<file path="config.mk">
export PLATFORM = sky130hd
export DESIGN_NAME = flopr_trace_recorder
export DESIGN_NICKNAME = d
export VERILOG_FILES = /design/src/rtl/trace_pkg.sv /design/src/rtl/trace_ram.sv /design/src/rtl/flopr_trace_recorder.sv
export SDC_FILE = /design/constraint.sdc
export NUM_CORES = 1
export LEC_CHECK = 0
export BUFFER_PORTS_ARGS = -buffer_cell sky130_fd_sc_hd__clkbuf_2
export CORE_MARGIN = 3
export CORE_UTILIZATION = 60
export CTS_BUF_LIST = sky130_fd_sc_hd__clkbuf_2
export DETAILED_ROUTE_END_ITERATION = 10
export PLACE_DENSITY = 0.77
export SLEW_MARGIN = 20
export SYNTH_ARGS = -nofsm -noshare
export SYNTH_HDL_FRONTEND = slang
export SYNTH_HIERARCHICAL = 1
export SYNTH_SLANG_ARGS = --single-unit
</file>
<file path="constraint.sdc">
create_clock -name clk -period 9 [get_ports clk]
set_input_delay 0.45 -clock clk [delete_from_list [all_inputs] [get_ports clk]]
set_output_delay 0.45 -clock clk [all_outputs]
set_load 0.01 [all_outputs]
</file>
<file path="src/rtl/trace_pkg.sv">
// Shared types and constants for the flopr trace recorder.
//
// Contents:
//   trace_state_t - recorder FSM states (idle / capture / drain)
//   trace_rec_t   - one captured record {rst, d, q, stamp}, sized from the
//                   default TRACE_WIDTH / TRACE_STAMP_W
//   REC_*         - bit offsets of each field inside a packed record, so a
//                   consumer can unpack rd_data without the struct
package trace_pkg;

    localparam int unsigned TRACE_WIDTH   = 32;
    localparam int unsigned TRACE_STAMP_W = 8;
    localparam int unsigned TRACE_REC_W   = 1 + 2 * TRACE_WIDTH + TRACE_STAMP_W;

    // Field offsets, LSB first: stamp, q, d, rst.
    localparam int unsigned REC_STAMP_LSB = 0;
    localparam int unsigned REC_Q_LSB     = TRACE_STAMP_W;
    localparam int unsigned REC_D_LSB     = TRACE_STAMP_W + TRACE_WIDTH;
    localparam int unsigned REC_RST_BIT   = TRACE_STAMP_W + 2 * TRACE_WIDTH;

    typedef enum logic [1:0] {
        StIdle,
        StCapture,
        StDrain
    } trace_state_t;

    typedef struct packed {
        logic                     rst;
        logic [TRACE_WIDTH-1:0]   d;
        logic [TRACE_WIDTH-1:0]   q;
        logic [TRACE_STAMP_W-1:0] stamp;
    } trace_rec_t;

endpackage

</file>
<file path="src/rtl/trace_ram.sv">
// Record buffer for the trace recorder: DEPTH x REC_W array with a
// synchronous write port and an asynchronous (combinational) read port.
// Contents are not reset.
//
// Ports:
//   clk   - write clock
//   we    - write enable
//   waddr - write address
//   wdata - record to store
//   raddr - read address
//   rdata - record at raddr, combinational
module trace_ram #(
    parameter int unsigned DEPTH = 16,
    parameter int unsigned REC_W = 73
) (
    input  logic                     clk,
    input  logic                     we,
    input  logic [$clog2(DEPTH)-1:0] waddr,
    input  logic [REC_W-1:0]         wdata,
    input  logic [$clog2(DEPTH)-1:0] raddr,
    output logic [REC_W-1:0]         rdata
);

    logic [REC_W-1:0] mem [DEPTH];

    always_ff @(posedge clk) begin
        if (we) begin
            mem[waddr] <= wdata;
        end
    end

    assign rdata = mem[raddr];

endmodule

</file>
<file path="src/rtl/flopr_trace_recorder.sv">
// Cycle trace recorder for a watched data-path register. When armed it
// captures {smp_rst, smp_d, smp_q, stamp} every clock into a buffer, then
// streams the records out oldest first over a valid/ready port.
//
// Build option: define TRACE_WRAP_EN to make capture circular (runs until
// stop, keeps the newest DEPTH records, flags overflow). Without it capture
// ends when the buffer fills and overflow is tied to 0.
//
// Ports:
//   clk      - clock, rising edge
//   reset    - asynchronous active-low reset
//   arm      - start capture (sampled in idle only)
//   stop     - end capture early (sampled in capture only)
//   smp_rst  - watched register's reset
//   smp_d    - watched register's d
//   smp_q    - watched register's q
//   rd_valid - a record is presented
//   rd_ready - consumer accepts the record
//   rd_data  - record {smp_rst, smp_d, smp_q, stamp}, 0 while !rd_valid
//   count    - records stored and not yet read
//   busy     - recorder is not idle
//   overflow - records were overwritten (wrap build only)
module flopr_trace_recorder
    import trace_pkg::*;
#(
    parameter int unsigned WIDTH   = 32,
    parameter int unsigned DEPTH   = 16,
    parameter int unsigned STAMP_W = 8,
    parameter int unsigned REC_W   = 1 + 2 * WIDTH + STAMP_W
) (
    input  logic                   clk,
    input  logic                   reset,
    input  logic                   arm,
    input  logic                   stop,
    input  logic                   smp_rst,
    input  logic [WIDTH-1:0]       smp_d,
    input  logic [WIDTH-1:0]       smp_q,
    output logic                   rd_valid,
    input  logic                   rd_ready,
    output logic [REC_W-1:0]       rd_data,
    output logic [$clog2(DEPTH):0] count,
    output logic                   busy,
    output logic                   overflow
);

    localparam int unsigned PTR_W = $clog2(DEPTH);
    localparam int unsigned CNT_W = PTR_W + 1;
    localparam logic [CNT_W-1:0] CNT_FULL = CNT_W'(DEPTH);

    trace_state_t       state_q, state_d;
    logic [PTR_W-1:0]   wr_ptr_q, wr_ptr_d;
    logic [PTR_W-1:0]   rd_ptr_q, rd_ptr_d;
    logic [CNT_W-1:0]   count_q, count_d;
    logic [STAMP_W-1:0] stamp_q, stamp_d;
`ifdef TRACE_WRAP_EN
    logic               overflow_q, overflow_d;
`endif

    logic               wr_en;
    logic [REC_W-1:0]   wr_rec;
    logic [REC_W-1:0]   rd_rec;
    logic               rec_avail;
    logic               rd_fire;

    assign wr_en     = (state_q == StCapture);
    assign wr_rec    = {smp_rst, smp_d, smp_q, stamp_q};
    assign rec_avail = (state_q == StDrain) && (count_q != '0);
    assign rd_fire   = rec_avail && rd_ready;

    trace_ram #(
        .DEPTH (DEPTH),
        .REC_W (REC_W)
    ) u_ram (
        .clk   (clk),
        .we    (wr_en),
        .waddr (wr_ptr_q),
        .wdata (wr_rec),
        .raddr (rd_ptr_q),
        .rdata (rd_rec)
    );

    // ------------------------------------------------------------------
    // FSM state register
    // ------------------------------------------------------------------
    always_ff @(posedge clk or negedge reset) begin
        if (!reset) begin
            state_q <= StIdle;
        end else begin
            state_q <= state_d;
        end
    end

    // ------------------------------------------------------------------
    // FSM next state
    // ------------------------------------------------------------------
    always_comb begin
        state_d = state_q;
        unique case (state_q)
            StIdle: begin
                if (arm) begin
                    state_d = StCapture;
                end
            end
            StCapture: begin
`ifdef TRACE_WRAP_EN
                if (stop) begin
                    state_d = StDrain;
                end
`else
                // This cycle's write fills the buffer.
                if (stop || (count_q == CNT_FULL - CNT_W'(1))) begin
                    state_d = StDrain;
                end
`endif
            end
            StDrain: begin
                // Empty on entry is unreachable without wrap, kept as an escape.
                if (count_q == '0) begin
                    state_d = StIdle;
                end else if (rd_ready && (count_q == CNT_W'(1))) begin
                    state_d = StIdle;
                end
            end
            default: state_d = StIdle;
        endcase
    end

    // ------------------------------------------------------------------
    // Pointers, count, stamp
    // ------------------------------------------------------------------
    always_ff @(posedge clk or negedge reset) begin
        if (!reset) begin
            wr_ptr_q   <= '0;
            rd_ptr_q   <= '0;
            count_q    <= '0;
            stamp_q    <= '0;
`ifdef TRACE_WRAP_EN
            overflow_q <= 1'b0;
`endif
        end else begin
            wr_ptr_q   <= wr_ptr_d;
            rd_ptr_q   <= rd_ptr_d;
            count_q    <= count_d;
            stamp_q    <= stamp_d;
`ifdef TRACE_WRAP_EN
            overflow_q <= overflow_d;
`endif
        end
    end

    always_comb begin
        wr_ptr_d   = wr_ptr_q;
        rd_ptr_d   = rd_ptr_q;
        count_d    = count_q;
        stamp_d    = stamp_q;
`ifdef TRACE_WRAP_EN
        overflow_d = overflow_q;
`endif
        unique case (state_q)
            StIdle: begin
                if (arm) begin
                    wr_ptr_d   = '0;
                    rd_ptr_d   = '0;
                    count_d    = '0;
                    stamp_d    = '0;
`ifdef TRACE_WRAP_EN
                    overflow_d = 1'b0;
`endif
                end
            end
            StCapture: begin
                wr_ptr_d = wr_ptr_q + PTR_W'(1);
                stamp_d  = stamp_q + STAMP_W'(1);
                if (count_q != CNT_FULL) begin
                    count_d = count_q + CNT_W'(1);
                end
`ifdef TRACE_WRAP_EN
                else begin
                    // Full: this write lands on the oldest record, drop it.
                    rd_ptr_d   = rd_ptr_q + PTR_W'(1);
                    overflow_d = 1'b1;
                end
`endif
            end
            StDrain: begin
                if (rd_fire) begin
                    rd_ptr_d = rd_ptr_q + PTR_W'(1);
                    count_d  = count_q - CNT_W'(1);
                end
            end
            default: ;
        endcase
    end

    // ------------------------------------------------------------------
    // Outputs
    // ------------------------------------------------------------------
    always_comb begin
        rd_valid = rec_avail;
        rd_data  = rec_avail ? rd_rec : '0;
        busy     = (state_q != StIdle);
        count    = count_q;
    end

`ifdef TRACE_WRAP_EN
    assign overflow = overflow_q;
`else
    assign overflow = 1'b0;
`endif

endmodule

</file>
[After elaboration in Yosys (flattened, before gate mapping)]
Memories as Yosys holds them, arrays and structs flattened.
Index checks and enable logic that the tools add are counted.
Operators by class
  $add $sub $neg: 5
  equality and inequality tests: 10
  muxes and demuxes: 18
  reductions and logical operators: 15
Operator list (number)
  73-bit 2-to-1 mux: 1
  4-bit case mux with 2 select lines: 2
  8-bit case mux with 2 select lines: 1
  5-bit 2-to-1 mux: 3
  5-bit case mux with 3 select lines: 1
  4-bit by 1-bit adder with 4-bit output (second input constant): 2
  8-bit by 1-bit adder with 8-bit output (second input constant): 1
  2-bit 2-to-1 mux: 4
  4-bit 2-to-1 mux: 2
  8-bit 2-to-1 mux: 1
  2-bit inequality test (second input constant): 4
  2-bit case mux with 3 select lines: 1
  3-bit AND reduction: 2
  2-bit nonzero test: 3
  5-bit by 1-bit adder with 5-bit output (second input constant): 1
  5-bit by 1-bit equality test with 1-bit output (second input constant): 1
  5-bit by 4-bit equality test with 1-bit output (second input constant): 1
  5-bit logical NOT: 1
  5-bit inequality test (second input constant): 1
  5-bit nonzero test: 1
  5-bit by 1-bit subtractor with 5-bit output (second input constant): 1
  4-bit AND reduction: 1
  1-bit logical AND: 3
  3-bit by 1-bit inequality test with 1-bit output (second input constant): 1
  other kinds (7): 8
Word-level totals
  register bits: 23
  RAM bits: 1168
  input port bits: 70
  output and inout bits: 81
  logic and storage cells: 54
  memories kept: 1
Memories
  u_ram.mem: words 16, width 73, rd ports 1, clocked after Yosys merged registers in 0, write ports 1, RTL line trace_ram.sv:24  | logic [REC_W-1:0] mem [DEPTH];

[Logic depth before layout (Yosys ltp)]
  depth in word-level cells: 5
  mapped depth: 8
  mapped depth without buffers: 7

[Hierarchy]
The synthesis kept the hierarchy.
By module, submodules not included
  trace_ram: times used 1, cells each 1802, area an instance 43665.6 um2, seq. area each 35073.6 um2
  flopr_trace_recorder: times used 1, cells each 240, area an instance 2055.7 um2, seq. area each 575.6 um2

[Worst setup path before layout]
Ideal clock, no wire load.
  path kind: register to register
  from: register state_q[1]
  to: memory u_ram.mem[0][0] (enable)
  library setup time: 0.594 ns
  arrival time: 6.184 ns
  data required time: 8.406 ns
  path slack: 2.222 ns
  cell stages (with the launch flop): 5
  path buffers: 0
  period minus slack after synthesis: 6.778 ns
  path through: dfrtp_1 -> inv_1 -> ha_1 -> or3b_2 -> nor3_1
Between the ends
  word-level cells in the longest chain between the ends: 3
RTL lines
  start, declared: RTL line flopr_trace_recorder.sv:50  | trace_state_t state_q, state_d;
  start signal, assigned: RTL line flopr_trace_recorder.sv:87  | state_q <= StIdle;
  start signal, assigned: RTL line flopr_trace_recorder.sv:89  | state_q <= state_d;
  2-bit by 1-bit equality test with 1-bit output: RTL line flopr_trace_recorder.sv:65  | assign wr_en = (state_q == StCapture);
  1-bit 2-to-1 mux: RTL line trace_ram.sv:27  | if (we) begin
  1-bit 2-to-1 mux (not written as such): RTL line trace_ram.sv:28  | mem[waddr] <= wdata;
  end, declared: RTL line trace_ram.sv:24
Every way passes these cells.

[Worst setup path in the final report]
  from: register rd_ptr_q[1]
  to: output port rd_data[27]
Between the ends
  word-level cells in the longest chain between the ends: 2
RTL lines
  start, declared: RTL line flopr_trace_recorder.sv:52  | logic [PTR_W-1:0] rd_ptr_q, rd_ptr_d;
  start signal, assigned: RTL line flopr_trace_recorder.sv:142  | rd_ptr_q <= rd_ptr_d;
  memory read 16 x 73 bit
  net rd_rec[27]: RTL line flopr_trace_recorder.sv:61  | logic [REC_W-1:0] rd_rec;
  73-bit 2-to-1 mux: RTL line flopr_trace_recorder.sv:200  | rd_data = rec_avail ? rd_rec : '0;
  end, declared: RTL line flopr_trace_recorder.sv:40  | output logic [REC_W-1:0] rd_data,
The timed path passes the listed nets, and every way through them passes these cells.

==> results.json <==
{
  "cts_tree": "built",
  "yosysTopAreaCell": "edfxtp_1",
  "cp.arrival_ns": 4.75,
  "drv_cap": 0,
  "worst_pin_slew_ns": 1.089,
  "period_minus_slack_ns": 5.203,
  "final_nets": 2647,
  "worstSetupStartpointType": "flip-flop",
  "period_share_pct": 57.81,
  "combinationalPowerShare_pct": 21.8,
  "fp.dieArea_mm2": 0.07955,
  "power_frac_clock_pct": 26.0,
  "endpoint_kind": "primary output",
  "start_util_pct": 61.01,
  "layout_common_cells": "1168 x edfxtp_1, 586 x clkbuf_2, 292 x mux4_2",
  "yosys-top-cells-area": "edfxtp_1 77%, mux4_2 14%, a22oi_1 2.4%",
  "rsz0062_at_grt": "no",
  "cts_buffer_depth": 4,
  "fp.dieW_um": 282.0,
  "numCtsBuffers": 301,
  "p_int_mw": 9.153,
  "synth-xor-area-share_pct": 0.1341,
  "hold_viol": 0,
  "clk_latency_ns": 1.38,
  "slew_viol_final": 0,
  "drt_iter0_drc": 2886,
  "grt_pass1_vias": 24396,
  "cts_num_sinks": 1191,
  "track_usage_pct": 25.81,
  "p_sw_share_pct": 28.96,
  "synth_flop_cell": "edfxtp_1",
  "synth_top_family_by_area": "multiplexers",
  "postSynthCellCount": 2042,
  "vias_per_cell": 6.281,
  "syn_area_per_cell_um2": 22.39,
  "synth_area_mm2": 0.04572,
  "synth_top_cell_area_share_pct": 76.71,
  "outcome": "complete, no violations",
  "ys_types": 49,
  "ir_worst_vdd_uv": 223.5,
  "synth-compound-area-share_pct": 2.914,
  "p_leak_nw": 17.23,
  "dp_hpwl_um": 49890,
  "grt_pass1_wl_um": 150800,
  "worstPathRequired_ns": 8.55,
  "drtAntennaViolNets": 0,
  "drive_gt1_share_pct": 35.38,
  "htree_levels": 5,
  "path_max_fanout": 74,
  "post_cts_buffers": 0,
  "relSlewSlack_pct": 27.43,
  "synth_adder_area_share_pct": 0.3558,
  "route.detailed.drc": 0,
  "power.total_mw": 12.88,
  "max_freq_ghz": 0.1922,
  "antenna_found_initial": 5,
  "yosys_warnings": 6,
  "layout_commonest_cell": "edfxtp_1",
  "yosys.area_share.simple_pct": 2.490,
  "rows": 100,
  "yosysSeqAreaShare_pct": 77.97,
  "syn_nets": 2125,
  "min_path_type": "input port to flip-flop",
  "ys_seq_elements": 1191,
  "post_drt_wl_per_cell_um": 26.69,
  "grt_max_degree": 157,
  "setup_tns_ns": 0,
  "cts-root-buf": "clkbuf_2",
  "gp_congestion": 0.7263,
  "first_pass_iters": 7,
  "clkSlewWorstSetupHoldPaths_ns": 0.10,
  "io_buffers": 149,
  "coreArea_mm2": 0.07495,
  "muxShareOfSynthArea_pct": 14.74,
  "ios": 151,
  "vias": 23453,
  "async_flop_share_pct": 1.931,
  "crit_type": "flip-flop to primary output",
  "grt_remaining_overflow": 0,
  "setup_viol": 0,
  "synth_edf_count": 1168,
  "netSwitchingPower_mw": 3.731,
  "p_seq_share_pct": 52.2,
  "chipHeight_um": 282.0,
  "wl_um": 99650,
  "area_growth_pct": 12.88,
  "power.density_mw_per_mm2": 249.6,
  "finClkSkew_ns": 0.08096
}
[per-layer routing]
| layer | vias up | global-route usage [%] | wire, µm |
|---|---|---|---|
| met1 | 12173 | 35.91 | 38810 |
| met2 | 1198 | 42.19 | 50940 |
| met3 | 169 | 4.680 | 7894 |
| met5 | - | 0 | 21 |
| met4 | 4 | 9.009 | 1982 |
| li1 | 9909 | - | - |
[power by group through the flow]
stage	Clock [mW]	Combinational (mW)	Sequential, mW
2_1_floorplan	0	2.06	6.78
5_1_grt	3.73	3.03	6.77
3_3_place_gp	0	2.71	6.82
3_5_place_dp	0	2.76	6.86
4_1_cts	3.44	2.82	6.73
6_report	3.35	2.81	6.73
[state kept, by name, indices dropped and copies added, names as in the netlist]
register	count
count	5
state_q	2
u_ram/mem	1168
wr_ptr_q	4
rd_ptr_q	4
stamp_q	8
[cell type report]
type	instances	area, µm²
fill	4605	23340
sequential	1191	35660
timing repair buffer	339	2614
tap	969	1212
multi-input combinational	725	9592
antenna	6	15.01
clock buffer	437	2187
inverter	6	22.52
clock inverter	61	310.3
[path summary, 6_finish.rpt]
check	startpoint	to	slack, ns	cells past startpoint
min reg2reg	state_q[0]$_DFFE_PN0P_	state_q[0]$_DFFE_PN0P_	0.61	1
max reg2reg	state_q[1]$_DFFE_PN0P_	u_ram/mem[14][71]$_DFFE_PP_	5.26	7
min in group asynchronous	reset	count[1]$_DFFE_PN0P_	0.59	5
max	rd_ptr_q[1]$_DFFE_PN0P_	rd_data[27]	3.80	6
min	arm	wr_ptr_q[1]$_DFFE_PN0P_	0.17	4
max in group asynchronous	reset	stamp_q[5]$_DFFE_PN0P_	8.19	5
[worst max-delay path, stage by stage, from the launching register on]
cell and delay [ns]:
dfrtp_4 1.14, buf_4 0.95, mux4_2 0.43, a22oi_1 0.26
nand2_1 0.18, and3_1 0.21, clkbuf_2 0.13
[synth_stat cells, drive strengths merged, types with 2 or more instances]
library cell,number
a21o,3
a21oi,2
a221oi,3
a22o,8
a22oi,147
and2,3
and3,76
and4,2
buf,64
clkbuf,56
dfrtp,23
edfxtp,1168
ha,13
inv,6
mux2,12
mux2i,3
mux4,292
nand2,80
nand2b,3
nand3,7
nand3b,2
nor2,27
nor2b,6
nor3,7
o21ai,5
or4b,2
xnor2,5
xor2,2
[cell families (layout without fill, tap and decap cells)]
group / count (synthesis) / in the layout
AND/OR/NAND/NOR: 222 / 222
XOR/XNOR: 7 / 7
AO/OA/AOI/OAI: 175 / 175
other: 1 / 7
adder cells (fa/ha/maj): 13 / 13
multiplexers: 307 / 307
flip-flops: 1191 / 1191
buffers and inverters: 126 / 843
[per-stage QoR]
stage / instance area (µm²) / instances / setup WS [ns] / util (%) / hold WS, ns
3_5_place_dp: 47570 / 3083 / 5.140 / 63.48 / 0.4956
3_3_place_gp: 47570 / 3083 / 5.191 / 63.48 / 0.4766
2_1_floorplan: 45720 / 2042 / 2.222 / - / 0.1544
5_1_grt: 51600 / 3730 / 3.453 / 68.85 / 0.05619
4_1_cts: 51530 / 3726 / 3.561 / 68.76 / 0.01035
6_report: 51610 / 3734 / 3.797 / 68.86 / 0.1700
[what timing repair did]
item / CTS / global route
hold buffers: 145 / 0
resized for setup: 0 / 0
endpoints found under the hold margin: 1086 / 0
No activity file was read; power rests on OpenSTA's default activity.
